## src/rtl/seq_bit_serializer_if.sv

```systemverilog
// Parallel word handshake into the bit serializer.
// The source drives the word; the serializer returns ready.
interface seq_bit_serializer_if #(
  parameter int WIDTH = 7
);
  logic [WIDTH-1:0] din;
  logic             din_valid;
  logic             din_msb_first;
  logic             din_ready;

  modport master (
    output din,
    output din_valid,
    output din_msb_first,
    input  din_ready
  );

  modport slave (
    input  din,
    input  din_valid,
    input  din_msb_first,
    output din_ready
  );
endinterface

```

## src/rtl/seq_bit_serializer.sv

```systemverilog
// Parallel-to-serial front end: one-entry buffer feeding a shifter
// that emits one bit per clock with framing strobes and a word count.
module seq_bit_serializer #(
  parameter int   WIDTH      = 7,
  parameter int   GAP_CYCLES = 0,
  parameter logic IDLE_BIT   = 1'b0,
  parameter int   CNT_W      = 16
) (
  input  logic                 clk,
  input  logic                 rst,
  seq_bit_serializer_if.slave  in_if,
  output logic                 x,
  output logic                 x_valid,
  output logic                 frame_start,
  output logic                 frame_end,
  output logic                 busy,
  output logic [CNT_W-1:0]     words_sent
);

  typedef enum logic [1:0] {
    IDLE,
    SHIFT,
    GAP
  } state_t;

  localparam int CW = $clog2(WIDTH);
  localparam logic [CW-1:0] CNT_LD = CW'(WIDTH - 1);
  localparam logic [3:0] GAP_LD =
    (GAP_CYCLES > 0) ? 4'(GAP_CYCLES - 1) : 4'd0;

  state_t             state_q, state_d;
  logic [WIDTH-1:0]   buf_q, buf_d;
  logic               buf_msb_q, buf_msb_d;
  logic               buf_full_q, buf_full_d;
  logic [WIDTH-1:0]   sh_q, sh_d;
  logic               msb_q, msb_d;
  logic [CW-1:0]      cnt_q, cnt_d;
  logic [3:0]         gap_q, gap_d;
  logic               x_q, x_d;
  logic               xv_q, xv_d;
  logic               fs_q, fs_d;
  logic               fe_q, fe_d;
  logic [CNT_W-1:0]   words_q, words_d;
  logic               accept;
  logic               load;

  assign in_if.din_ready = !rst && !buf_full_q;
  assign accept = in_if.din_valid && in_if.din_ready;

  always_comb begin
    state_d    = state_q;
    buf_d      = buf_q;
    buf_msb_d  = buf_msb_q;
    buf_full_d = buf_full_q;
    sh_d       = sh_q;
    msb_d      = msb_q;
    cnt_d      = cnt_q;
    gap_d      = gap_q;
    words_d    = words_q;
    x_d        = IDLE_BIT;
    xv_d       = 1'b0;
    fs_d       = 1'b0;
    fe_d       = 1'b0;
    load       = 1'b0;

    if (accept) begin
      buf_d      = in_if.din;
      buf_msb_d  = in_if.din_msb_first;
      buf_full_d = 1'b1;
    end

    unique case (state_q)
      IDLE: begin
        if (buf_full_q) load = 1'b1;
      end
      SHIFT: begin
        if (cnt_q != '0) begin
          x_d   = msb_q ? sh_q[WIDTH-1] : sh_q[0];
          sh_d  = msb_q ? (sh_q << 1) : (sh_q >> 1);
          cnt_d = cnt_q - 1'b1;
          xv_d  = 1'b1;
          fe_d  = (cnt_q == CW'(1));
        end else begin
          if (words_q != {CNT_W{1'b1}}) words_d = words_q + 1'b1;
          if (GAP_CYCLES > 0) begin
            state_d = GAP;
            gap_d   = GAP_LD;
          end else if (buf_full_q) begin
            load = 1'b1;
          end else begin
            state_d = IDLE;
          end
        end
      end
      GAP: begin
        if (gap_q != 4'd0) gap_d = gap_q - 4'd1;
        else if (buf_full_q) load = 1'b1;
        else state_d = IDLE;
      end
      default: state_d = IDLE;
    endcase

    // The first bit goes straight to x; the rest stays in the shifter.
    if (load) begin
      state_d    = SHIFT;
      buf_full_d = 1'b0;
      msb_d      = buf_msb_q;
      x_d        = buf_msb_q ? buf_q[WIDTH-1] : buf_q[0];
      sh_d       = buf_msb_q ? (buf_q << 1) : (buf_q >> 1);
      cnt_d      = CNT_LD;
      xv_d       = 1'b1;
      fs_d       = 1'b1;
      fe_d       = 1'b0;
    end
  end

  always_ff @(posedge clk) begin
    if (rst) begin
      state_q    <= IDLE;
      buf_q      <= '0;
      buf_msb_q  <= 1'b0;
      buf_full_q <= 1'b0;
      sh_q       <= '0;
      msb_q      <= 1'b0;
      cnt_q      <= '0;
      gap_q      <= '0;
      x_q        <= IDLE_BIT;
      xv_q       <= 1'b0;
      fs_q       <= 1'b0;
      fe_q       <= 1'b0;
      words_q    <= '0;
    end else begin
      state_q    <= state_d;
      buf_q      <= buf_d;
      buf_msb_q  <= buf_msb_d;
      buf_full_q <= buf_full_d;
      sh_q       <= sh_d;
      msb_q      <= msb_d;
      cnt_q      <= cnt_d;
      gap_q      <= gap_d;
      x_q        <= x_d;
      xv_q       <= xv_d;
      fs_q       <= fs_d;
      fe_q       <= fe_d;
      words_q    <= words_d;
    end
  end

  assign x           = x_q;
  assign x_valid     = xv_q;
  assign frame_start = fs_q;
  assign frame_end   = fe_q;
  assign words_sent  = words_q;
  assign busy        = (state_q != IDLE) || buf_full_q;

endmodule
```

## src/flat_wrapper.sv

```systemverilog
// flat-port wrapper written by rule: the top's interface ports become plain ports
module seq_bit_serializer_flat 
#(
  parameter int   WIDTH      = 7,
  parameter int   GAP_CYCLES = 0,
  parameter logic IDLE_BIT   = 1'b0,
  parameter int   CNT_W      = 16
)
  (clk, rst, x, x_valid, frame_start, frame_end, busy, words_sent, in_if_din, in_if_din_valid, in_if_din_msb_first, in_if_din_ready);
  seq_bit_serializer_if #(.WIDTH(WIDTH)) in_if_i ();
  input  logic clk;
  input  logic rst;
  output logic x;
  output logic x_valid;
  output logic frame_start;
  output logic frame_end;
  output logic busy;
  output logic [CNT_W-1:0] words_sent;
  input wire logic [$bits(in_if_i.din)-1:0] in_if_din;
  input wire logic [$bits(in_if_i.din_valid)-1:0] in_if_din_valid;
  input wire logic [$bits(in_if_i.din_msb_first)-1:0] in_if_din_msb_first;
  output wire logic [$bits(in_if_i.din_ready)-1:0] in_if_din_ready;
  assign in_if_i.din = in_if_din;
  assign in_if_i.din_valid = in_if_din_valid;
  assign in_if_i.din_msb_first = in_if_din_msb_first;
  assign in_if_din_ready = in_if_i.din_ready;
  seq_bit_serializer #(.WIDTH(WIDTH), .GAP_CYCLES(GAP_CYCLES), .IDLE_BIT(IDLE_BIT), .CNT_W(CNT_W)) u_core (.clk(clk), .rst(rst), .in_if(in_if_i), .x(x), .x_valid(x_valid), .frame_start(frame_start), .frame_end(frame_end), .busy(busy), .words_sent(words_sent));
endmodule
```

## config.mk

```make
export PLATFORM = sky130hd
export DESIGN_NAME = seq_bit_serializer_flat
export DESIGN_NICKNAME = d
export VERILOG_FILES = /design/src/rtl/seq_bit_serializer_if.sv /design/src/rtl/seq_bit_serializer.sv /design/src/flat_wrapper.sv
export SDC_FILE = /design/constraint.sdc
export NUM_CORES = 1
export LEC_CHECK = 0
export BUFFER_PORTS_ARGS = -buffer_cell sky130_fd_sc_hd__buf_2
export CORE_MARGIN = 2
export CORE_UTILIZATION = 57
export CTS_CLUSTER_SIZE = 25
export DETAILED_ROUTE_END_ITERATION = 7
export MAX_ROUTING_LAYER = met4
export PLACE_DENSITY = 0.79
export SLEW_MARGIN = 5
export SYNTH_ARGS = -nofsm -noshare
export SYNTH_HDL_FRONTEND = slang
export SYNTH_SLANG_ARGS = --single-unit
```

## constraint.sdc

```tcl
create_clock -name clk -period 2.8 [get_ports clk]
set_input_delay 0.28 -clock clk [delete_from_list [all_inputs] [get_ports clk]]
set_output_delay 0.28 -clock clk [all_outputs]
set_load 0.01 [all_outputs]
```

==> reports/qor.csv <==
stage;metric;value;unit
cts;clock_latency;0.34;ns
cts;post_cts_buffers;0;
worst_setup_path;critPathRequiredTime;3.08;ns
global_route;grt_pass1_wl;6100;µm
global_route;grt.overflow.total;0;
power_and_ir_drop;irDropWorstVdd;0.356;mV
detailed_routing;wl;3770;µm
floorplan;fp.dieH;62.0;µm
yosys;synthArstFlopShare;0;
hold_path;hp-class;in2reg;
worst_setup_path;cp_max_fo;14;
global_route;grt_pass1_vias;1356;
cts;cts_resized;0;
yosys;syn_area_per_cell;8.44;µm²
placed_design;gp_congestion;0.787;
detailed_routing;drtIter0Drc;100;
worst_setup_path;end_kind;flip-flop;
floorplan;initial_core_util;0.583;
floorplan;chipWidth;62.0;µm
final_layout;drive_gt1_frac;0.183;
run_status;status;finished, final reports clean;
power_and_ir_drop;leakage;0.000739;µW
yosys;syn_nets;239;
final_layout;synthToLayoutAreaGrowth;10.6;%
final_layout;nFillCells;310;
cts;htree_levels;2;
timing;layout_setup_ws;0.944;ns
cts;clock-sinks;41;
global_route;grt_max_degree;26;
worst_setup_path;cp_data_arrival_time;2.13;ns
yosys;synth_flop_cell;dfxtp_1;
detailed_routing;route.met2.wl;1640;µm
yosys;synth.most_common_cell;dfxtp_1;
timing;fin_crit_sh;0.663;
final_layout;regArea;821;µm²
cts;cts_tree;built;
timing;finalHoldViolCount;0;
timing;slew_viol_final;0;
timing;tightest_slew;0.639;ns
detailed_routing;vias;1699;
detailed_routing;via_per_inst;5.72;
global_route;antenna_found_initial;0;
timing;min_period;1.86;ns
power_and_ir_drop;p_per_area;473;nW/µm²
final_layout;multi_input_area;1000;µm²
hold_path;worstHoldPathCells;3;
placed_design;pre_cts_slack;0.971;ns
cts;cts_buffer_depth;2;
placed_design;place_inst;289;
yosys;ys_ff_latch;41;
worst_setup_path;worstSetupPathType;reg2reg;
cts;hold_buffers;0;
yosys;synth_top_area_frac;0.428;
timing;finalSetupTns;0;ns
worst_setup_path;ff2ff_path_depth;5;
timing;relSlewSlack;0.573;
yosys;synth.distinct_cells;35;
yosys;synth-edff-count;0;
detailed_routing;wl_per_cell;12.7;µm
detailed_routing;drt-met1-wl;1910;µm
yosys;ys_top_cells_by_area;dfxtp_1 43%, a21oi_1 8.4%, mux2i_1 5.7%;
timing;clock.fmax;539;MHz
timing;setup_violations;0;
yosys;synth.largest_area_cell;dfxtp_1;
cts;cts.reportedPaths.clkPinSlew;0.12;ns
worst_setup_path;start_kind;flip-flop;
yosys;synth_warnings;0;
detailed_routing;drc_errors;0;
timing;skew;0.00651;ns
placed_design;io_buffers;32;
cts;cts_buffers;5;
yosys;synth_cells;227;
timing;rsz0062_at_grt;no;
yosys;synthTopCellsByCount;41 x dfxtp_1, 32 x a21oi_1, 28 x nand2_1, 13 x a211oi_1, 12 x nor2_1;
final_layout;insertedDiodeCount;0;
placed_design;dp_hpwl;2610;µm
global_route;track_usage;0.223;
floorplan;num_rows;21;
yosys;synth_area;1920;µm²
detailed_routing;ant_nets;0;
floorplan;die-area;3840;µm²
floorplan;coreArea;3280;µm²
detailed_routing;wl_met3;187;µm
yosys;ys_seq_area_frac;0.428;
detailed_routing;top_layer_used;met4;
final_layout;finalNonFillerCells;297;
detailed_routing;first_pass_iters;4;
floorplan;io_pins;33;
flow_run;maxCapViolCount;0;
cts;cts_root_buf;clkbuf_4;
final_layout;num-nets-final;262;
-- critical path: stages, from the launching register on --
cell and delay [ns]:
dfxtp_1 0.49, nor4b_4 0.33, o311ai_1 0.16, buf_4 0.20, or4_1 0.46, a21oi_1 0.15
-- metrics by stage --
stage | instance area, µm² | hold WS [ns] | util | power, µW
2_1_floorplan | 1920 | 0.416 | - | 706
3_3_place_gp | 2070 | 0.457 | 0.630 | 726
3_5_place_dp | 2070 | 0.464 | 0.630 | 728
4_1_cts | 2120 | 0.137 | 0.645 | 1010
5_1_grt | 2120 | 0.131 | 0.645 | 1060
6_report | 2120 | 0.155 | 0.645 | 1000
-- area by class of cell --
class                           instances  area share
Clock buffer                            6      0.0195
Clock inverter                          2     0.00472
Inverter                                4     0.00708
Multi-Input combinational cell        164       0.472
Sequential cell                        41       0.387
Tap cell                               46      0.0272
Timing Repair Buffer                   34      0.0826
-- power breakdown --
group          switching, µW  internal (µW)
clock                    191           95.9
sequential              26.9            603
combinational           46.5           38.8
-- routing by layer --
metal  track usage  vias to the layer above
li1              -                      883
met1         0.305                      780
met2         0.314                       34
met3        0.0683                        2
met4        0.0729                        0
met5             -                        -
-- cell usage in the layout (no fill, tap or decap), types with 4 or more instances in the layout --
master,count
dfxtp_1,41
a21oi_1,32
buf_2,32
nand2_1,28
a211oi_1,13
nor2_1,12
mux2i_1,11
o31ai_1,9
o21ai_0,9
or3_1,9
or4_1,7
nand3_1,6
nand4_1,5
clkbuf_4,5
inv_1,4
-- flip-flops by register name, indices dropped and copies added (netlist names) --
name                count
u_core.buf_full_q       1
u_core.buf_msb_q        1
u_core.buf_q            7
u_core.cnt_q            3
u_core.frame_end        1
u_core.frame_start      1
u_core.msb_q            1
u_core.sh_q             7
u_core.state_q          1
u_core.words_sent      16
u_core.x                1
u_core.x_valid          1
-- path summary, 6_finish.rpt --
| check | startpoint | end | slack, ns |
|---|---|---|---|
| max reg2reg | u_core.state_q[0] | u_core.words_sent[15] | 0.94 |
| max | u_core.state_q[0] | u_core.words_sent[15] | 0.94 |
| min reg2reg | u_core.buf_q[0] | u_core.buf_q[0] | 0.48 |
| min | in_if_din[1] | u_core.buf_q[1] | 0.16 |
-- logic make-up (layout without fill, tap and decap cells) --
group | Yosys count | count (layout) | share of synthesized area
DFF | 41 | 41 | 0.428
AOI/OAI and AO/OA | 68 | 68 | 0.214
adders and majority gates | 1 | 1 | 0.00653
xor gates and xnor gates | 1 | 1 | 0.00457
and+or+nand+nor | 82 | 82 | 0.234
muxes | 12 | 12 | 0.0634
buffers and inverters | 22 | 46 | 0.0496
No activity file was read; power rests on OpenSTA's default activity.
